--- src/rtl/pwm_duty_ctrl_pkg.sv ---
// Shared definitions for the PWM duty-cycle controller: FSM state
// encodings, the default duty width and the timer width helper.
package pwm_duty_ctrl_pkg;

  localparam int unsigned DUTY_W_DEF = 8;

  typedef enum logic [1:0] {
    IDLE   = 2'd0,
    PRESS  = 2'd1,
    REPEAT = 2'd2
  } state_e;

  // Width of the hold/repeat timer: clog2 of the larger delay, at least 1 bit.
  function automatic int unsigned timer_width(input int unsigned a, input int unsigned b);
    int unsigned m;
    m = (a > b) ? a : b;
    return (m < 2) ? 1 : $clog2(m);
  endfunction

endpackage

--- src/rtl/pwm_duty_ctrl_if.sv ---
// Button/sync inputs and duty outputs of the PWM duty-cycle controller.
// master: the side driving buttons and the PWM sync; slave: the controller.
interface pwm_duty_ctrl_if import pwm_duty_ctrl_pkg::*; #(
  parameter int unsigned DUTY_W = DUTY_W_DEF
);
  logic              up_lvl;
  logic              dn_lvl;
  logic              pwm_sync;
  logic [DUTY_W-1:0] duty;
  logic [DUTY_W-1:0] duty_pend;
  logic              at_min;
  logic              at_max;
  logic              upd;

  modport master (
    output up_lvl, dn_lvl, pwm_sync,
    input  duty, duty_pend, at_min, at_max, upd
  );

  modport slave (
    input  up_lvl, dn_lvl, pwm_sync,
    output duty, duty_pend, at_min, at_max, upd
  );
endinterface

--- src/rtl/pwm_duty_ctrl_rpt_timer.sv ---
// Hold / auto-repeat timer. Counts while enabled, clears on request and
// wraps to zero at the terminal count of the selected limit
// (sel = 0: HOLD_DLY, sel = 1: REPEAT_DLY).
module pwm_duty_ctrl_rpt_timer import pwm_duty_ctrl_pkg::*; #(
  parameter int unsigned HOLD_DLY   = 25_000_000,
  parameter int unsigned REPEAT_DLY = 5_000_000
) (
  input  logic clk,
  input  logic rst,
  input  logic clr,
  input  logic en,
  input  logic sel,
  output logic tc
);
  localparam int unsigned   TW        = timer_width(HOLD_DLY, REPEAT_DLY);
  localparam logic [TW-1:0] HOLD_TC   = TW'(HOLD_DLY - 1);
  localparam logic [TW-1:0] REPEAT_TC = TW'(REPEAT_DLY - 1);

  logic [TW-1:0] count;

  assign tc = (count == (sel ? REPEAT_TC : HOLD_TC));

  // Count up to the terminal value, then restart from zero.
  always_ff @(posedge clk or negedge rst) begin
    if (!rst) begin
      count <= '0;
    end else if (clr) begin
      count <= '0;
    end else if (en) begin
      count <= tc ? '0 : count + TW'(1);
    end
  end
endmodule

--- src/rtl/pwm_duty_ctrl.sv ---
// PWM duty-cycle controller: turns debounced up/down button levels into
// tap steps and hold auto-repeat steps, stages the new duty and commits it
// only on the PWM period boundary (pwm_sync).
// Optional macro DUTY_CTRL_WRAP_EN: steps wrap modulo DUTY_MAX+1 instead of
// saturating at 0 / DUTY_MAX.
module pwm_duty_ctrl import pwm_duty_ctrl_pkg::*; #(
  parameter int unsigned DUTY_W     = DUTY_W_DEF,
  parameter int unsigned DUTY_MAX   = 255,
  parameter int unsigned RESET_DUTY = 128,
  parameter int unsigned STEP       = 1,
  parameter int unsigned HOLD_DLY   = 25_000_000,
  parameter int unsigned REPEAT_DLY = 5_000_000
) (
  input logic            clk,
  input logic            rst,
  pwm_duty_ctrl_if.slave bus
);
  localparam logic [DUTY_W-1:0] RESET_V = DUTY_W'(RESET_DUTY);
  localparam logic [DUTY_W-1:0] MAX_V   = DUTY_W'(DUTY_MAX);
  localparam logic [DUTY_W:0]   MAX_X   = (DUTY_W+1)'(DUTY_MAX);
  localparam logic [DUTY_W:0]   STEP_X  = (DUTY_W+1)'(STEP);
`ifdef DUTY_CTRL_WRAP_EN
  localparam logic [DUTY_W:0]   MOD_X   = (DUTY_W+1)'(DUTY_MAX + 1);
`endif

  state_e            state;
  logic              dir;
  logic              up_q;
  logic              dn_q;
  logic [DUTY_W-1:0] duty_r;
  logic [DUTY_W-1:0] pend_r;
  logic              upd_r;

  logic rise_up;
  logic rise_dn;
  logic abort;
  logic tc;
  logic timer_clr;
  logic step_go;
  logic step_up;

  // One step of the staged duty, evaluated one bit wider than the duty.
  function automatic logic [DUTY_W-1:0] step_fn(input logic [DUTY_W-1:0] cur, input logic up);
    logic [DUTY_W:0] ext;
    logic [DUTY_W:0] sum;
    ext = {1'b0, cur};
    if (up) begin
      sum = ext + STEP_X;
`ifdef DUTY_CTRL_WRAP_EN
      if (sum > MAX_X) sum = sum - MOD_X;
`else
      if (sum > MAX_X) sum = MAX_X;
`endif
    end else if (ext < STEP_X) begin
`ifdef DUTY_CTRL_WRAP_EN
      sum = ext + MOD_X - STEP_X;
`else
      sum = '0;
`endif
    end else begin
      sum = ext - STEP_X;
    end
    return sum[DUTY_W-1:0];
  endfunction

  assign rise_up = bus.up_lvl & ~up_q;
  assign rise_dn = bus.dn_lvl & ~dn_q;
  // Leave a press when the held button is released or the other one joins.
  assign abort   = dir ? (~bus.up_lvl | bus.dn_lvl) : (~bus.dn_lvl | bus.up_lvl);

  // Decide this cycle's step and whether the timer restarts.
  always_comb begin
    step_go   = 1'b0;
    step_up   = dir;
    timer_clr = 1'b0;
    case (state)
      IDLE: begin
        timer_clr = 1'b1;
        if (rise_up && !bus.dn_lvl) begin
          step_go = 1'b1;
          step_up = 1'b1;
        end else if (rise_dn && !bus.up_lvl) begin
          step_go = 1'b1;
          step_up = 1'b0;
        end
      end
      PRESS, REPEAT: begin
        if (abort) timer_clr = 1'b1;
        else if (tc) step_go = 1'b1;
      end
      default: timer_clr = 1'b1;
    endcase
  end

  pwm_duty_ctrl_rpt_timer #(
    .HOLD_DLY   (HOLD_DLY),
    .REPEAT_DLY (REPEAT_DLY)
  ) u_rpt_timer (
    .clk (clk),
    .rst (rst),
    .clr (timer_clr),
    .en  (state != IDLE),
    .sel (state == REPEAT),
    .tc  (tc)
  );

  // Button edge registers, FSM, staged duty and period-boundary commit.
  // The commit reads pend_r before this cycle's step lands, so a step that
  // coincides with pwm_sync is picked up on the following sync.
  always_ff @(posedge clk or negedge rst) begin
    if (!rst) begin
      state  <= IDLE;
      dir    <= 1'b0;
      up_q   <= 1'b0;
      dn_q   <= 1'b0;
      pend_r <= RESET_V;
      duty_r <= RESET_V;
      upd_r  <= 1'b0;
    end else begin
      up_q <= bus.up_lvl;
      dn_q <= bus.dn_lvl;
      case (state)
        IDLE: begin
          if (step_go) begin
            state <= PRESS;
            dir   <= step_up;
          end
        end
        PRESS: begin
          if (abort)   state <= IDLE;
          else if (tc) state <= REPEAT;
        end
        REPEAT: begin
          if (abort) state <= IDLE;
        end
        default: state <= IDLE;
      endcase
      if (step_go) pend_r <= step_fn(pend_r, step_up);
      if (bus.pwm_sync) duty_r <= pend_r;
      upd_r <= bus.pwm_sync && (pend_r != duty_r);
    end
  end

  assign bus.duty      = duty_r;
  assign bus.duty_pend = pend_r;
  assign bus.upd       = upd_r;
  assign bus.at_min    = (pend_r == '0);
  assign bus.at_max    = (pend_r == MAX_V);
endmodule
--- src/flat_wrapper.sv ---
// flat-port wrapper written by rule: the top's interface ports become plain ports
module pwm_duty_ctrl_flat import pwm_duty_ctrl_pkg::*;
#(
  parameter int unsigned DUTY_W     = DUTY_W_DEF,
  parameter int unsigned DUTY_MAX   = 255,
  parameter int unsigned RESET_DUTY = 128,
  parameter int unsigned STEP       = 1,
  parameter int unsigned HOLD_DLY   = 25_000_000,
  parameter int unsigned REPEAT_DLY = 5_000_000
)
  (clk, rst, bus_up_lvl, bus_dn_lvl, bus_pwm_sync, bus_duty, bus_duty_pend, bus_at_min, bus_at_max, bus_upd);
  pwm_duty_ctrl_if #(.DUTY_W(DUTY_W)) bus_i ();
  input logic clk;
  input logic rst;
  input wire logic [$bits(bus_i.up_lvl)-1:0] bus_up_lvl;
  input wire logic [$bits(bus_i.dn_lvl)-1:0] bus_dn_lvl;
  input wire logic [$bits(bus_i.pwm_sync)-1:0] bus_pwm_sync;
  output wire logic [$bits(bus_i.duty)-1:0] bus_duty;
  output wire logic [$bits(bus_i.duty_pend)-1:0] bus_duty_pend;
  output wire logic [$bits(bus_i.at_min)-1:0] bus_at_min;
  output wire logic [$bits(bus_i.at_max)-1:0] bus_at_max;
  output wire logic [$bits(bus_i.upd)-1:0] bus_upd;
  assign bus_i.up_lvl = bus_up_lvl;
  assign bus_i.dn_lvl = bus_dn_lvl;
  assign bus_i.pwm_sync = bus_pwm_sync;
  assign bus_duty = bus_i.duty;
  assign bus_duty_pend = bus_i.duty_pend;
  assign bus_at_min = bus_i.at_min;
  assign bus_at_max = bus_i.at_max;
  assign bus_upd = bus_i.upd;
  pwm_duty_ctrl #(.DUTY_W(DUTY_W), .DUTY_MAX(DUTY_MAX), .RESET_DUTY(RESET_DUTY), .STEP(STEP), .HOLD_DLY(HOLD_DLY), .REPEAT_DLY(REPEAT_DLY)) u_core (.clk(clk), .rst(rst), .bus(bus_i));
endmodule
--- config.mk ---
export PLATFORM = sky130hd
export DESIGN_NAME = pwm_duty_ctrl_flat
export DESIGN_NICKNAME = d
export VERILOG_FILES = /design/src/rtl/pwm_duty_ctrl_pkg.sv /design/src/rtl/pwm_duty_ctrl_if.sv /design/src/rtl/pwm_duty_ctrl_rpt_timer.sv /design/src/rtl/pwm_duty_ctrl.sv /design/src/flat_wrapper.sv
export SDC_FILE = /design/constraint.sdc
export NUM_CORES = 1
export LEC_CHECK = 0
export BUFFER_PORTS_ARGS = -buffer_cell sky130_fd_sc_hd__buf_2
export CAP_MARGIN = 20
export CORE_ASPECT_RATIO = 1.2
export CORE_MARGIN = 10
export CORE_UTILIZATION = 50
export CTS_CLUSTER_SIZE = 20
export DETAILED_ROUTE_END_ITERATION = 12
export PLACE_DENSITY = 0.71
export SLEW_MARGIN = 40
export SYNTH_ARGS = -nofsm -noshare
export SYNTH_HDL_FRONTEND = slang
export SYNTH_SLANG_ARGS = --single-unit
--- constraint.sdc ---
create_clock -name clk -period 2.2 [get_ports clk]
set_input_delay 0.11 -clock clk [delete_from_list [all_inputs] [get_ports clk]]
set_output_delay 0.11 -clock clk [all_outputs]
set_load 0.02 [all_outputs]
Word level (Yosys, flattened, before mapping)
Index checks and enable logic that the tools add are counted.
- bits in read-only memories: 0
- RAM bits: 0
- memories: 0
- input bits: 5
- word-level logic and storage cells: 64
- bits in latches: 0
- output and inout bits: 19
- bits in registers: 47
- reduce and logical (&&, ||, !) cells: 12
- eq/ne operators: 8
- $lt $le $gt $ge: 2
- $add $sub $neg: 3
- div/mod/pow operators: 0
- shifts and indexed selects: 0
- bitwise gates (word level): 8
- mux-type cells: 23
- multipliers: 0
- operators by type and width (cell ; count):
    $mux W25 ; 4
    $add A25 B1 Y25 const B ; 1
    $eq A25 B25 Y1 ; 1
    $mux W8 ; 3
    $mux W1 ; 10
    $add A8 B1 Y9 const B ; 1
    $gt A9 B8 Y1 const B ; 1
    $eq A8 B8 Y1 const B ; 1
    $logic_not A8 Y1 ; 1
    $lt A8 B1 Y1 const B ; 1
    $mux W2 ; 4
    $ne A8 B8 Y1 ; 1
    $sub A8 B1 Y8 const B ; 1
    $pmux W2 S3 ; 1
    $ne A2 B1 Y1 const B ; 2
    $not A1 Y1 ; 4
    $reduce_bool A2 Y1 ; 2
    $logic_and A1 B1 Y1 ; 3
    $ne A3 B2 Y1 const B ; 1
    $reduce_and A3 Y1 ; 1
    $and A1 B1 Y1 ; 2
    $eq A2 B1 Y1 const B ; 1
    $eq A2 B2 Y1 const B ; 1
    $logic_not A1 Y1 ; 2
    5 further kinds ; 6

Logic depth before layout (Yosys ltp)
Gate-level depths: netlist of run 1.
- depth after elaboration: 8
- mapped depth: 9
- mapped depth without buffers: 8

By module
A second synthesis of run 1 with hierarchy kept.
- cell total of the unflattened synthesis: 325
- area total of the unflattened synthesis: 3165.5 um^2
- modules (own cells, without submodules) (module ; times used ; seq. area each (um^2) ; cells each ; area each (um^2)):
    pwm_duty_ctrl ; 1 ; 553.0 ; 165 ; 1626.6
    pwm_duty_ctrl_rpt_timer ; 1 ; 625.6 ; 160 ; 1539.0

Worst setup path after synthesis of run 1
Ideal clock, no wire load.
- kind: flip-flop to flip-flop
- start point: register u_core.pend_r[0], in the netlist u_core.bus.duty_pend[0]
- end point: register u_core.pend_r[2], in the netlist u_core.bus.duty_pend[2]
- period minus slack after synthesis: 2.541 ns
- path buffers: 1
- data arrival time: 2.415 ns
- library setup time: 0.126 ns
- stages on the path, launching flop included: 10
- setup slack: -0.341 ns
- data required time: 2.074 ns
- path through: dfrtp_1 clkbuf_1 inv_1 ha_1 nor3b_1 nand2_1 and3_1 or4_1 a21oi_1 a211oi_1
- longest elaborated chain between the ends: 4
- elaborated cells between the ends (all ways): 7
- classes of those cells: 2 x add/sub; 2 x order compare; 3 x mux
- RTL lines (what ; line ; source):
    from (decl) ; pwm_duty_ctrl.sv:31 ; logic [DUTY_W-1:0] pend_r;
    from (signal assigned) ; pwm_duty_ctrl.sv:138 ; if (step_go) pend_r <= step_fn(pend_r, step_up);
    $add A8 B1 Y9 ; pwm_duty_ctrl.sv:48 ; sum = ext + STEP_X;
    $gt A9 B8 Y1 ; pwm_duty_ctrl.sv:52 ; if (sum > MAX_X) sum = MAX_X;
    $mux W8 ; pwm_duty_ctrl.sv:52 ;
    $mux W8 * ; pwm_duty_ctrl.sv:47 ; if (up) begin
Mark *: on every way between the ends. The rest lies on a longest branch, timed or not.
A chain may end at the register's enable or synchronous reset.

Worst setup path after layout of run 1
- start point: register u_core.state[0]
- end point: register u_core.u_rpt_timer.count[23]
- longest elaborated chain between the ends: 6
- elaborated cells between the ends (all ways): 11
- classes of those cells: 3 x eq/ne; 5 x mux; 3 x reduce/logical
- RTL lines (what ; line ; source):
    from (decl) ; pwm_duty_ctrl.sv:26 ; state_e state;
    from (signal assigned) ; pwm_duty_ctrl.sv:112 ; state <= IDLE;
    from (signal assigned) ; pwm_duty_ctrl.sv:125 ; state <= PRESS;
    from (signal assigned) ; pwm_duty_ctrl.sv:130 ; if (abort) state <= IDLE;
    $eq A2 B2 Y1 ; pwm_duty_ctrl.sv:76, pwm_duty_ctrl.sv:103 ;
    $mux W25 ; pwm_duty_ctrl_rpt_timer.sv:21 ; assign tc = (count == (sel ? REPEAT_TC : HOLD_TC));
    $eq A25 B25 Y1 ; pwm_duty_ctrl_rpt_timer.sv:21 ;
    $mux W25 ; pwm_duty_ctrl_rpt_timer.sv:30 ; count <= tc ? '0 : count + TW'(1);
    $mux W25 ; pwm_duty_ctrl_rpt_timer.sv:29 ; end else if (en) begin
    $mux W25 ; pwm_duty_ctrl_rpt_timer.sv:27 ; end else if (clr) begin
    to (signal assigned) ; pwm_duty_ctrl_rpt_timer.sv:30 ;
    to (decl) ; pwm_duty_ctrl_rpt_timer.sv:19 ; logic [TW-1:0] count;
Several ways; a longest one is shown, not always the timed one. The select of a mux whose other input is x is not followed.

==> flow_summary.ini, run 1 <==
[timing]
finalCritPeriodShare_pct = 101
setup_viol = 4
clock.fmax_ghz = 0.449
period_needed_ns = 2.23
worst_pin_slew_ns = 0.663
skew_ns = 0.0107
maxSlewHeadroom_pct = 55.4
maxSlewViolCount = 0
timing.setup.tns_ns = -0.0583
finalHoldViolations = 0
fin_ws_ns = -0.0262
rsz0062_at_grt = true

[hold_path]
holdPathEnd = u_core.bus.upd
hp-class = input pin to flop
worstHoldStart = bus_pwm_sync
hold_depth = 2

[critical_path]
end_kind = flop
critPathKind = flop to flop
rr_worst_depth = 9
start_kind = flop
cp_max_fo = 17
r2r-start = u_core.state[0]
cp_data_required_time_ns = 2.42
rrSetupSlack_ns = -0.03
worstReg2RegEnd = u_core.u_rpt_timer.count[23]
worstPathArrival_ns = 2.44

[synth]
ys_types = 61
seq_area_frac_synth_pct = 39.2
syn_nets = 346
ys_async_sr_fraction_pct = 100
synthCells = 332
syn_area_um2 = 3010
synth-edff-count = 0
synth-main-ff-cell = dfrtp_1
synth.avg_cell_area_um2 = 9.06
ys_warn_count = 0
ys_seq_elements = 47

[clock_tree]
root_buffer = clkbuf_8
path_clk_slew_ns = 0.10
clk_latency_ns = 0.31
cts_buffers = 5
cts_tree = done
clkSinkCount = 47
clk_path_buf_depth = 2
h-tree-depth = 2

[final_layout]
layout_common_cells = 58 x buf_4, 43 x dfrtp_1, 30 x nand2_1
drive_gt1_share_pct = 34.3
layout.nets = 427
utilization_pct = 69.7
layout_commonest_cell = buf_4
diodes = 0
area_growth_pct = 33.1
fin_cells = 494

[grt]
grt_max_degree = 27
grt_pass1_vias = 2985
grt_pass1_wl_mm = 13.5
antenna_found_initial = 0
track_usage_pct = 16.7
grt_overflow = 0

[route]
antenna_left = 0
drt_iter0_drc = 136
firstDrtPassIters = 4
detail_route.wl_per_cell_um = 16.9
wl_mm = 8.34
vias = 2865
drc = 0
vias_per_cell = 5.80

[pwr]
vdd_drop_max_mv = 0.565
powerDensity_nw_per_um2 = 1010
p_total_w = 0.00403
seqPwrFrac_pct = 29.4
leakagePower_nw = 1.68
clockPowerShare_pct = 16.4
p_sw_share_pct = 42.6
p_sw_w = 0.00172
combPwrFrac_pct = 54.2
p_int_w = 0.00231

[place]
place.gp.congestion = 0.881
dp.cells = 469
port_buffers = 23
place_hpwl_mm = 5.60

[die]
start_util_pct = 52.4
num_rows = 30
dieArea_um2 = 9530
die_h_um = 105
pin_count = 24
fp.dieW_um = 90.8
core_um2 = 5740

[status]
failed_checks = negative setup slack
status = complete, but fails checks

[job]
maxCapViolCount = 0
how the worst max path moves through the flow:
stage	cells after the start	from	end	slack, ns
floorplan	9	u_core.bus.duty_pend[0]	u_core.bus.duty_pend[2]	-0.0007
global placement	9	u_core.state[0]	u_core.bus.duty_pend[2]	-0.05
detailed placement	9	u_core.state[0]	u_core.bus.duty_pend[2]	-0.11
CTS	10	u_core.state[0]	u_core.bus.duty_pend[2]	-0.03
global route	7	u_core.state[0]	u_core.dir	-0.17
finish	9	u_core.state[0]	u_core.u_rpt_timer.count[23]	-0.03
power by group through the flow:
stage | sequential [W] | combinational [W] | clock (W)
floorplan | 0.00134 | 0.00108 | 0
global placement | 0.00119 | 0.00187 | 0
detailed placement | 0.00120 | 0.00189 | 0
CTS | 0.00118 | 0.00197 | 0.000673
global route | 0.00121 | 0.00237 | 0.000692
finish | 0.00119 | 0.00219 | 0.000659
cell type report:
class,instances,area (um^2)
fill,445,1740
multi-input combinational,260,1920
clock buffer,5,68.8
timing repair buffer,90,657
tap,80,100
inverter,9,33.8
clock inverter,3,43.8
sequential,47,1180
logic make-up (layout without fill, tap and decap cells):
family / Yosys count / count (layout) / share of synthesized area (%)
and+or+nand+nor: 139 / 139 / 24.5
AOI/OAI and AO/OA: 71 / 71 / 16.5
DFF: 47 / 47 / 39.2
xor gates and xnor gates: 30 / 30 / 8.74
buffers and inverters: 25 / 107 / 3.29
muxes: 11 / 11 / 3.99
adders and majority gates: 9 / 9 / 3.74
synthesized netlist by cell type (all sizes together) (2+ instances only):
cell type,count,area share (%)
a2111oi,4,1.6
and2,2,0.42
mux2i,3,1.0
nor2,30,3.7
or3b,2,0.58
ha,9,3.7
dfstp,2,1.7
or3,3,0.62
o22ai,4,0.83
a311oi,2,0.58
xor2,21,6.1
and3,7,1.5
nor4b,2,0.58
a21oi,14,2.3
nand2,32,4.0
or4,4,1.0
a21boi,3,0.75
dfrtp,45,37
inv,9,1.1
and4,4,1.2
nor2b,5,1.0
o21a,3,0.75
a21o,3,0.75
o21ai,18,3.1
mux2,8,3.0
nor4,4,0.83
xnor2,9,2.6
o31ai,3,1.2
nand2b,2,0.42
a31oi,3,0.62
nor3b,4,1.0
clkbuf,13,1.6
a22oi,2,0.50
nand3,15,2.8
buf,3,0.54
nand4,11,2.3
a211oi,3,0.75
nor3,7,1.2
flip-flops by register name, indices dropped and copies added (netlist names):
register and count:
u_core.u_rpt_timer.count 25, u_core.bus.upd 1, u_core.state 2, u_core.dir 1, u_core.dn_q 1, u_core.bus.duty_pend 8, u_core.bus.duty 8, u_core.up_q 1
layer usage:
layer / wire length (um) / GRT usage, %
met2: 4320 / 30.6
met3: 436 / 3.87
met5: 0 / 0
met1: 3260 / 17.1
met4: 328 / 8.97
critical path, cell delays in order, from the launching register on:
cell	delay (ns)
dfrtp_1	0.38
inv_2	0.06
buf_4	0.13
buf_4	0.13
ha_4	0.16
buf_4	0.21
inv_1	0.25
nand2_1	0.14
or4_1	0.44
a21oi_1	0.24
stage by stage:
stage | hold WS (ns) | setup slack (ns) | cell area, um^2
floorplan | -0.186 | -0.000743 | 3060
global placement | 0.107 | -0.0453 | 3580
detailed placement | 0.116 | -0.109 | 3580
CTS | 0.129 | -0.0348 | 3840
global route | 0.150 | -0.173 | 4000
finish | 0.140 | -0.0262 | 4000
repair_timing:
item,CTS,global route
buffers inserted,7,7
gates resized for setup,14,28
endpoints found under the setup margin,10,33
hold endpoints to repair,23,0
gates cloned,0,0
pin swaps,10,10
hold buffers,3,0
(Power assumes the default switching activity.)
==> inputs of run 2 (changes only) <==
==> constraint.sdc (replaced) <==
create_clock -name clk -period 2.2 [get_ports clk]
set_input_delay 0.44 -clock clk [delete_from_list [all_inputs] [get_ports clk]]
set_output_delay 0.44 -clock clk [all_outputs]
set_load 0.02 [all_outputs]
==> run 2 against run 1 <==
Compared with the run above:
- the run still ends with negative setup slack left
- hold slack improved by 0.085 ns
- fmax decreased by 4.9%
- clock skew decreased by 0.00099 ns
- register-to-register slack got worse by 0.11 ns
- routed wire length decreased by 5.0%
- critical path type unchanged
- critical endpoint is now u_core.bus.duty_pend[2]
- highest routed layer unchanged
==> flow_summary.ini, run 2 (synthesized netlist as in run 1, its figures left out) <==
[place]
dp.cells = 470
place.gp.congestion = 0.873
postPlaceCellArea_um2 = 3570
place_hpwl_mm = 5.58
port_buffers = 23

[clock_tree]
h-tree-depth = 2
clk_latency_ns = 0.31
clk_path_buf_depth = 2
clkSinkCount = 47
cts_hold_buf = 0
cts_buffers = 5
path_clk_slew_ns = 0.09
root_buffer = clkbuf_8
cts_tree = done

[final_layout]
drive_gt1_share_pct = 33.1
diodes = 0
final_area_um2 = 3900
fin_cells = 491
final.fill_count = 474
area_growth_pct = 29.6
largest-register = u_core.u_rpt_timer.count
utilization_pct = 67.9
layout.nets = 424
largest_register_ff_count = 25
layout_common_cells = 62 x buf_4, 41 x dfrtp_1, 32 x nand2_1
layout_commonest_cell = buf_4

[die]
dieArea_um2 = 9530
num_rows = 30
start_util_pct = 52.4
core_um2 = 5740
die_h_um = 105
fp.dieW_um = 90.8
pin_count = 24

[route]
vias = 2784
detail_route.wl_per_cell_um = 16.1
firstDrtPassIters = 4
antenna_left = 0
drc = 0
drt_iter0_drc = 125
wl_mm = 7.92
vias_per_cell = 5.67

[critical_path]
cp_max_fo = 4
rrSetupSlack_ns = -0.14
critPathKind = flop to flop
rr_worst_depth = 9
cp-endpoint = u_core.bus.duty_pend[2]
start_kind = flop
cp_data_required_time_ns = 2.40
r2r-start = u_core.state[1]
crit_path_start = u_core.state[1]
end_kind = flop
worstPathArrival_ns = 2.54
worstReg2RegEnd = u_core.bus.duty_pend[2]

[pwr]
clockPowerShare_pct = 16.9
leakagePower_nw = 1.65
combPwrFrac_pct = 52.6
powerDensity_nw_per_um2 = 994
p_int_w = 0.00225
p_total_w = 0.00387
p_sw_w = 0.00162
seqPwrFrac_pct = 30.5
p_sw_share_pct = 41.9
vdd_drop_max_mv = 0.469

[grt]
grt_pass1_wl_mm = 12.9
antenna_found_initial = 0
grt_pass1_vias = 2805
grt_overflow = 0
track_usage_pct = 15.8
grt_max_degree = 48

[timing]
finalHoldViolations = 0
maxSlewHeadroom_pct = 59.0
maxSlewViolCount = 0
period_needed_ns = 2.34
setup_viol = 4
rsz0062_at_grt = true
skew_ns = 0.00969
finalCritPeriodShare_pct = 106
fin_ws_ns = -0.141
clock.fmax_ghz = 0.427
worst_pin_slew_ns = 0.616

[job]
maxCapViolCount = 0

[status]
status = complete, but fails checks
failed_checks = negative setup slack

[hold_path]
hp-class = input pin to asynchronous set/reset pin
run 2: changes by cell type in the layout (fill, tap and decap cells not counted), moves of 3 or more:
cell,previous run,this run
buf_6,5,2
o21ai_0,9,12
buf_4,58,62
dlygate4sd3_1,3,0
run 2: critical path, stage by stage (launching register included):
cell and delay (ns):
dfrtp_1 0.43, ha_4 0.19, nor3_1 0.18, nand4_1 0.11, a2111o_1 0.51, o31ai_4 0.21
buf_4 0.17, buf_6 0.10, nor2_1 0.05, a211oi_1 0.28
run 2: final cells by class:
class / count / area [um^2] / area share (%)
Clock inverter: 3 / 43.8 / 1.12
Inverter: 9 / 33.8 / 0.866
Sequential cell: 47 / 1180 / 30.4
Multi-Input combinational cell: 260 / 1870 / 47.8
Clock buffer: 5 / 68.8 / 1.77
Timing Repair Buffer: 87 / 603 / 15.5
Tap cell: 80 / 100 / 2.57
run 2: through the flow:
step / hold WS (ns) / TNS (ns) / setup WS, ns
after floorplan: 0.144 / -0.000743 / -0.000743
after global placement: 0.532 / -0.0192 / -0.0111
after detailed placement: 0.540 / -0.417 / -0.0852
after CTS: 0.236 / -0.0888 / -0.0343
after global routing: 0.264 / -2.44 / -0.302
final: 0.225 / -0.199 / -0.141
run 2: metal layers:
| metal | track usage (%) | share of wire, % | vias up |
|---|---|---|---|
| met2 | 29.6 | 53 | 59 |
| met3 | 3.22 | 4.0 | 14 |
| met4 | 5.27 | 1.8 | 0 |
| met5 | 0 | 0 | - |
| met1 | 17.2 | 41 | 1346 |
| li1 | - | - | 1365 |
run 2: timing repair:
action | in CTS | in global routing
setup endpoints to repair | 10 | 32
gates resized for setup | 8 | 20
pin swaps | 8 | 10
buffers inserted | 4 | 9
run 2: worst min path at each step:
| stage | startpoint | endpoint | slack (ns) | cells past startpoint |
|---|---|---|---|---|
| final | rst | u_core.bus.duty_pend[1] | 0.22 | 2 |
| after CTS | rst | u_core.bus.duty[0] | 0.24 | 2 |
| after detailed placement | u_core.bus.duty[3] | u_core.bus.duty[3] | 0.54 | 1 |
| after global routing | rst | u_core.u_rpt_timer.count[21] | 0.26 | 2 |
| after global placement | u_core.bus.duty[0] | u_core.bus.duty[0] | 0.53 | 1 |
| after floorplan | rst | u_core.bus.duty[0] | 0.14 | 0 |
run 2: power by group through the flow:
stage	clock [W]	combinational, W	sequential [W]
after floorplan	0	0.00108	0.00134
after global placement	0	0.00188	0.00119
after detailed placement	0	0.00190	0.00120
after CTS	0.000661	0.00194	0.00118
after global routing	0.000685	0.00223	0.00121
final	0.000655	0.00204	0.00118
==> inputs of run 3 (changes only) <==
- ABC_AREA: default -> 1
==> run 3 against run 2 <==
Compared with the run above:
- via count increased by 9.1%
- global-route usage is 0.99 points higher
- flip-flop and latch count stayed put
- setup slack better by 0.24 ns
- critical path depth down 4
- final cell count is 16% higher
- die area is 8.3% higher
- sequential power up 4%
- largest power group unchanged
- clock skew increased by 0.0015 ns
- final area is 7.0% lower
- the flow now finishes without violations
- synthesized cell count grew 37%
==> flow_summary.ini, run 3 <==
[status]
status = complete, no violations

[clock_tree]
clk_path_buf_depth = 2
path_clk_slew_ns = 0.09
cts_tree = done
clkSinkCount = 47
cts_hold_buf = 0
clk_latency_ns = 0.31
h-tree-depth = 2
root_buffer = clkbuf_8
cts_buffers = 5

[final_layout]
largest-register = u_core.u_rpt_timer.count
layout_commonest_cell = nand2_1
largest_register_ff_count = 25
layout.nets = 499
diodes = 0
layout_common_cells = 112 x nand2_1, 57 x inv_1, 53 x nor2_1
area_growth_pct = 9.03
final.fill_count = 624
utilization_pct = 56.3
drive_gt1_share_pct = 17.1

[pwr]
leakagePower_nw = 1.75
vdd_drop_max_mv = 0.764
powerDensity_nw_per_um2 = 954
p_total_w = 0.00346

[grt]
antenna_found_initial = 0
grt_overflow = 0
grt_pass1_wl_mm = 14.1
grt_pass1_vias = 3018
grt_max_degree = 48
track_usage_pct = 16.8

[job]
maxCapViolCount = 0

[timing]
skew_ns = 0.0112
finalHoldViolations = 0
maxSlewHeadroom_pct = 59.4
fin_ws_ns = 0.104
setup_viol = 0
maxSlewViolCount = 0
clock.fmax_ghz = 0.477
period_needed_ns = 2.10
timing.setup.tns_ns = 0
worst_pin_slew_ns = 0.610
finalCritPeriodShare_pct = 95.3

[place]
port_buffers = 23
place_hpwl_mm = 6.42
dp_slack_ns = 0.246
place.gp.congestion = 0.919

[synth]
ys_types = 44
seq_area_frac_synth_pct = 35.4
synth-main-ff-cell = dfrtp_1
netlist_top_cells_count = 112 x nand2_1, 57 x inv_1, 53 x nor2_1
synth_compound_area_share_pct = 9.97
ys_warn_count = 0
synthMuxAreaShare_pct = 0.301
syn_nets = 470
synth_top_family_by_area = simple AND/OR/NAND/NOR gates
synth_area_leaders = dfrtp_1 34%, nand2_1 13%, inv_1 6.4%
synth.most_common_cell = nand2_1
synth-edff-count = 0
synthCells = 456
synth-simple-area-share_pct = 33.1
ys_seq_elements = 47
synth.avg_cell_area_um2 = 7.29
synth_xor_area_share_pct = 7.37
synth.top_cell.area_share_pct = 33.9
synth_fa_ha_area_share_pct = 3.39
synth_area_leader_cell = dfrtp_1
ys_async_sr_fraction_pct = 100
syn_area_um2 = 3330

[route]
detail_route.wl_per_cell_um = 14.6
drc = 0
firstDrtPassIters = 4
wl_mm = 8.34
vias = 3037
antenna_left = 0
drt_iter0_drc = 165
vias_per_cell = 5.33

[critical_path]
worstPathArrival_ns = 1.66
path_buf_inv = 2
cp_max_fo = 8
cp_slowest_cell = dfrtp_1
end_kind = primary output
critPathKind = flop to primary output
cp_data_required_time_ns = 1.76
crit_chain = nand2_1 > nor2_4 > nand3_2 > inv_1 > buf_2
critPathMaxStageDelay_ns = 0.52
start_kind = flop
cpLargestDelayFamily = simple AND/OR/NAND/NOR gates

[die]
start_util_pct = 51.6
num_rows = 32
die_h_um = 109
core_um2 = 6450
pin_count = 24
dieArea_um2 = 10300
fp.dieW_um = 94.5

[hold_path]
hp-class = input pin to asynchronous set/reset pin
==> run 3: cells by family after synthesis <==
| group | Yosys count |
|---|---|
| AOI/OAI and AO/OA | 54 |
| xor gates and xnor gates | 28 |
| and+or+nand+nor | 239 |
| muxes | 1 |
| adders and majority gates | 9 |
| DFF | 47 |
| buffers and inverters | 78 |
==> run 3: layout make-up <==
type	instances	area, um^2	area share (%)
Timing Repair Buffer	33	190	5.24
Inverter	67	256	7.07
Sequential cell	47	1180	32.6
Tap cell	85	106	2.93
Clock buffer	6	82.6	2.28
Multi-Input combinational cell	331	1800	49.7
Clock inverter	1	5.00	0.138
==> run 3: worst paths after layout <==
check | startpoint | end | slack [ns] | cells after the start
min in group clk | bus_dn_lvl | u_core.dn_q | 0.30 | 1
setup / recovery | u_core.bus.duty_pend[3] | bus_at_max | 0.10 | 5
hold reg to reg | u_core.bus.duty[7] | u_core.bus.duty[7] | 0.51 | 2
hold / removal | rst | u_core.u_rpt_timer.count[7] | 0.22 | 2
setup reg to reg | u_core.state[0] | u_core.bus.duty_pend[1] | 0.27 | 12
max in group asynchronous | rst | u_core.bus.duty_pend[0] | 1.53 | 2
==> run 3: where the power goes <==
group	leakage, nW	switching, W	internal, W
combinational	1.09	0.00109	0.000589
sequential	0.616	0.000211	0.00102
clock	0.0470	0.000305	0.000248
==> run 3: repair_timing <==
item / 4_1_cts / 5_1_grt
gates resized for setup: 2 / 2
buffers inserted: 0 / 3
pin swaps: 0 / 0
endpoints found under the setup margin: 1 / 2
==> run 3: layer usage <==
layer	global-route usage, %	wire [um]
met5	0	0
met4	8.03	339
met3	2.66	295
met2	29.3	4180
met1	19.6	3530
==> run 3: metrics by stage <==
stage,hold WS (ns),instances,cell area (um^2)
finish,0.219,570,3630
CTS,0.249,567,3600
global route,0.274,570,3630
detailed placement,0.502,560,3510
floorplan,0.144,456,3330
global placement,0.492,560,3510
